`src/rtl/mem_access_ctrl.sv`:
```
// -----------------------------------------------------------------------------
// mem_access_ctrl
// Load/store sequencer between the CPU datapath and a synchronous byte-wide
// data memory. It accepts one byte or halfword request at a time and splits a
// halfword into two consecutive byte accesses, little-endian: the low byte goes
// to addr and the high byte to addr+1. It returns load data over a valid/ready
// response channel.
//
// Ports
//   clk, rst       clock, asynchronous active-high reset
//   req_valid      request present
//   req_ready      controller idle and able to accept a request
//   req_write      1 = store, 0 = load
//   req_half       1 = 16-bit access, 0 = byte access
//   req_addr       byte address (low byte of a halfword)
//   req_wdata      store data; only [7:0] is used for byte stores
//   resp_valid     access complete, resp_rdata valid
//   resp_ready     consumer accepts the response
//   resp_rdata     load data (byte loads zero-extended, stores return 0)
//   MemRead        memory read strobe
//   MemWrite       memory write strobe
//   mem_address    memory address
//   mem_wdata      memory write data
//   mem_rdata      memory read data, valid the cycle after MemRead
// -----------------------------------------------------------------------------
module mem_access_ctrl #(
    parameter int unsigned ADDR_WIDTH = 8
) (
    input  logic                  clk,
    input  logic                  rst,
    input  logic                  req_valid,
    output logic                  req_ready,
    input  logic                  req_write,
    input  logic                  req_half,
    input  logic [ADDR_WIDTH-1:0] req_addr,
    input  logic [15:0]           req_wdata,
    output logic                  resp_valid,
    input  logic                  resp_ready,
    output logic [15:0]           resp_rdata,
    output logic                  MemRead,
    output logic                  MemWrite,
    output logic [ADDR_WIDTH-1:0] mem_address,
    output logic [7:0]            mem_wdata,
    input  logic [7:0]            mem_rdata
);

    localparam int unsigned BYTE_W = 8;
    localparam int unsigned DATA_W = 16;

    typedef enum logic [2:0] {
        IDLE = 3'd0,
        ACC0 = 3'd1,
        ACC1 = 3'd2,
        CAP  = 3'd3,
        DONE = 3'd4
    } state_t;

    state_t state;

    // Latched request. The low store byte goes straight to mem_wdata on accept,
    // so only the high byte needs to be kept.
    logic                  lat_write;
    logic                  lat_half;
    logic [ADDR_WIDTH-1:0] lat_addr;
    logic [BYTE_W-1:0]     lat_wdata_hi;

    // Sequencer. Every output is a register loaded with the value that belongs
    // to the state being entered, so each output is valid during that state and
    // has no combinational path from any input.
    always_ff @(posedge clk or posedge rst) begin
        if (rst) begin
            state        <= IDLE;
            lat_write    <= 1'b0;
            lat_half     <= 1'b0;
            lat_addr     <= '0;
            lat_wdata_hi <= '0;
            req_ready    <= 1'b1;
            resp_valid   <= 1'b0;
            resp_rdata   <= '0;
            MemRead      <= 1'b0;
            MemWrite     <= 1'b0;
            mem_address  <= '0;
            mem_wdata    <= '0;
        end else begin
            case (state)
                IDLE: begin
                    if (req_valid) begin
                        state        <= ACC0;
                        lat_write    <= req_write;
                        lat_half     <= req_half;
                        lat_addr     <= req_addr;
                        lat_wdata_hi <= req_wdata[DATA_W-1:BYTE_W];
                        resp_rdata   <= '0;
                        req_ready    <= 1'b0;
                        // First byte access is presented during ACC0.
                        MemRead      <= ~req_write;
                        MemWrite     <= req_write;
                        mem_address  <= req_addr;
                        mem_wdata    <= req_wdata[BYTE_W-1:0];
                    end
                end

                ACC0: begin
                    if (lat_half) begin
                        // Second byte: the strobe stays high for one more
                        // cycle, now pointing at the wrapped high address.
                        state       <= ACC1;
                        mem_address <= lat_addr + ADDR_WIDTH'(1);
                        mem_wdata   <= lat_wdata_hi;
                    end else begin
                        MemRead  <= 1'b0;
                        MemWrite <= 1'b0;
                        if (lat_write) begin
                            state      <= DONE;
                            resp_valid <= 1'b1;
                        end else begin
                            state <= CAP;
                        end
                    end
                end

                ACC1: begin
                    MemRead  <= 1'b0;
                    MemWrite <= 1'b0;
                    if (lat_write) begin
                        state      <= DONE;
                        resp_valid <= 1'b1;
                    end else begin
                        // Read data for the low byte (strobed in ACC0) is on
                        // mem_rdata now.
                        resp_rdata[BYTE_W-1:0] <= mem_rdata;
                        state                  <= CAP;
                    end
                end

                CAP: begin
                    // The last read strobe was one cycle ago; its data lands in
                    // the high byte for halfwords, the low byte otherwise.
                    if (lat_half) begin
                        resp_rdata[DATA_W-1:BYTE_W] <= mem_rdata;
                    end else begin
                        resp_rdata[BYTE_W-1:0] <= mem_rdata;
                    end
                    state      <= DONE;
                    resp_valid <= 1'b1;
                end

                DONE: begin
                    if (resp_ready) begin
                        state      <= IDLE;
                        resp_valid <= 1'b0;
                        req_ready  <= 1'b1;
                    end
                end

                default: begin
                    state      <= IDLE;
                    req_ready  <= 1'b1;
                    resp_valid <= 1'b0;
                    MemRead    <= 1'b0;
                    MemWrite   <= 1'b0;
                end
            endcase
        end
    end

endmodule

```
`config.mk`:
```
export PLATFORM = sky130hd
export DESIGN_NAME = mem_access_ctrl
export DESIGN_NICKNAME = d
export VERILOG_FILES = /design/src/rtl/mem_access_ctrl.sv
export SDC_FILE = /design/constraint.sdc
export NUM_CORES = 1
export LEC_CHECK = 0
export CAP_MARGIN = 20
export CORE_UTILIZATION = 30
export CTS_CLUSTER_SIZE = 14
export DETAILED_ROUTE_END_ITERATION = 12
export GPL_TIMING_DRIVEN = 0
export HOLD_SLACK_MARGIN = 0.15
export PLACE_DENSITY = 0.64
export SYNTH_ARGS = -nofsm -noshare
export SYNTH_HDL_FRONTEND = slang
export SYNTH_SLANG_ARGS = --single-unit
```
`constraint.sdc`:
```
create_clock -name clk -period 2.9 [get_ports clk]
set_clock_uncertainty 0.1 [all_clocks]
set_input_delay 0.29 -clock clk [delete_from_list [all_inputs] [get_ports clk]]
set_output_delay 0.29 -clock clk [all_outputs]
set_load 0.02 [all_outputs]
```
==> summary.txt <==
Global routing
  – First-pass GRT wire length: about 11,000 um
  – GR Overflow Total: 0
  – Initial antenna violation count: 0
  – Vias in the first global route: 2,266
  – Largest net degree at the start of global routing: 36
  – GRT Total Usage: 15.04%

Critical path
  – Worst path max stage delay: between 0.5 and 0.6 ns
  – Cells along the critical path: clkdlybuf4s50_1
  – Req. time, crit path: approximately 2.5 ns
  – CP max-delay cell: clkdlybuf4s50_1
  – WS Path Type: flip-flop to primary output
  – Critical path capture point type: primary output
  – Buf/Inv on CP: 1
  – Startpoint types: flip-flop
  – Critical path's top delay family: buffers and inverters
  – Worst EP arrival: between 1 and 1.5 ns
  – Worst-path fanout max: 2

Clock tree
  – Cts hold-fix bufs: 0
  – Worst-path clk slew: approximately 0.06 ns
  – Buffer levels on the longest clock path: 2
  – CTS Buf Count: 9
  – Clock sink count: 57
  – Root Buffer: clkbuf_8
  – CTS H-Tree Depth: 3
  – # Post-CTS Setup Buffers: 0
  – TritonCTS clock tree: yes
  – Skew-Pair Late Insertion Delay: 0.33 ns
  – Post-CTS Resized: 0

Routing
  – WL per Instance: ~15 um
  – Vias after detailed routing: roughly 2,100
  – Initial DRC Count: roughly 110
  – Drt pass-1 iters: 4
  – Drt drc: 0
  – Routed wire length: ~6600 um
  – Final ANT Viol Nets: 0
  – Vias per inst: around 4.8

Timing
  – Endpoints failing setup: 0
  – Hold slack: between 0.2 and 0.25 ns
  – Max-Slew Margin vs Limit: 65.65%
  – Setup WS post-layout: around 1.1 ns
  – Unrepaired setup endpoints after global routing: false
  – Final period utilization: 63.22%
  – Slew @ Worst Pin: slightly above 0.5 ns
  – F_max: between 500 and 600 MHz
  – Final hold violation count: 0
  – Max Slew Vio Count: 0
  – Final worst path period need: ~1.8 ns
  – Sum Neg Setup Slack: 0 ns

Power and ir drop
  – PwrDens: just over 1000 nW/um2
  – Sequential power share: a little over a third
  – Sw frac: between 30 and 40%
  – Internal power: about 0.0024 W
  – Total power: 0.003816 W
  – Clk pwr share: approximately 17%
  – Worst vdd ir: between 0.3 and 0.4 mV
  – Static Leak: 1.589 nW
  – Comb pwr share: a little under half
  – Psw: between 0.001 and 0.0015 W

Synth
  – Post-synth ARST share: between 90% and 100%
  – Register bit count reported by yosys: between 50 and 60
  – Syn. warnings: 0
  – Synthesized net count: 290
  – Cells after synthesis: around 250
  – Post-Syn Area per Cell: around 11 um2
  – Sequential area share after synthesis: 52.75%
  – Mapped cell area: between 2000 and 3000 um2
  – Top cells by area, synth: dfrtp_1, mux2_2, mux2i_1, nand2_1, o21ai_0
  – Top cell type's share of synthesized area: between 50% and 60%
  – EDFF count, synth: 0
  – Netlist cell types: 45
  – Predominant post-synthesis flop cell: dfrtp_1
  – Area leader, netlist: dfrtp_1

Run status
  – Outcome: finished, final reports clean

Min path
  – Hold crit path type: input port to asynchronous set/reset pin

Run
  – Number of max-cap violations: 0

Layout
  – Final nets: around 380
  – Layout area overhead: 38.97%
  – Commonest non-fill, non-tap cell in the layout: clkdlybuf4s50_1
  – Commonest non-fill, non-tap cells in the layout: clkdlybuf4s50_1, dfrtp_1, nand2_1, o21ai_0, mux2i_1
  – Share of cells above drive strength 1: between 10% and 20%
  – # diodes: 0
  – Fillers: 846

Floorplan
  – Die Wd: between 90 and 100 um
  – Die Area: around 9400 um2
  – I/O pin cnt: 74
  – Initial Util: a little under a third
  – Core region area: 8721 um2
  – Row cnt: 34
  – DIE HEIGHT: approximately 97 um

Placed design
  – IO Port Bufs: 73
  – DP Worst Slack: slightly above 0.8 ns
  – GP Congestion: 0.7728
  – HPWL Detailed: around 4700 um
## layer usage
metal	wire [um]	vias to the layer above	global-route usage [%]
li1	-	1033	-
met1	3122	1044	19.74
met2	3086	54	24.32
met3	254	9	3.757
met4	87	0	4.822
met5	0	-	0
## registers in the layout (all words and copies together), names as in the netlist
name / cells
resp_rdata: 16
lat_wdata_hi: 8
MemRead: 1
lat_write: 1
lat_half: 1
mem_wdata: 8
MemWrite: 1
lat_addr: 8
state: 3
resp_valid: 1
mem_address: 8
req_ready: 1
## through the flow
step	instance area [um2]	cells	util [%]
2_1_floorplan	2706	251	-
3_3_place_gp	3572	432	40.96
3_5_place_dp	3592	433	41.19
4_1_cts	3761	446	43.13
5_1_grt	3761	446	43.13
6_report	3761	446	43.13
## Yosys cell counts, drive strengths merged (2+ instances only)
cell type,number
dfrtp,56
nand2,45
o21ai,28
mux2i,19
mux2,17
buf,13
inv,13
a21oi,8
nor2,8
a21o,5
nand2b,4
nor3,4
a32o,3
and2,3
and2b,2
and3,2
nor3b,2
o41ai,2
## cell families after synthesis
logic type      count (synthesis)  share of synthesized area (%)
simple gates                   77                          13.96
fa+ha+maj                       1                         0.4622
flops                          57                          52.75
compound gates                 51                          12.11
buf+inv                        27                          5.963
mux                            36                          14.10
xor+xnor                        2                         0.6474
## power groups by stage
stage / Clock, W / Combinational [W] / Sequential [W]
floorplan: 0 / 0.000929 / 0.00156
global placement: 0 / 0.00177 / 0.00137
detailed placement: 0 / 0.00181 / 0.00138
CTS: 0.000682 / 0.00181 / 0.00137
global route: 0.000713 / 0.00195 / 0.00142
finish: 0.000658 / 0.00179 / 0.00137
## layout make-up
cell class	instances	area [um2]	area share (%)
Buffer	14	112.6	2.994
Inverter	13	48.80	1.297
Tap cell	108	135.1	3.593
Clock buffer	13	168.9	4.491
Timing Repair Buffer	74	750.7	19.96
Multi-Input combinational cell	167	1117	29.71
Sequential cell	57	1428	37.96
## worst paths after layout
path / startpoint / to / slack, ns / cells after the start
worst min-delay path: rst / mem_wdata[3]$_DFFE_PP0P_ / 0.22 / 2
worst max register to register: lat_half$_DFFE_PP0P_ / mem_address[7]$_DFFE_PP0P_ / 1.10 / 6
min in group clk: mem_wdata[0]$_DFFE_PP0P_ / mem_wdata[0]$_DFFE_PP0P_ / 0.38 / 2
max in group asynchronous: rst / req_ready$_DFFE_PP1P_ / 1.85 / 3
worst min register to register: mem_wdata[0]$_DFFE_PP0P_ / mem_wdata[0]$_DFFE_PP0P_ / 0.38 / 2
worst max-delay path: req_ready$_DFFE_PP1P_ / req_ready / 1.07 / 1
Power figures use the tool's default switching activity.
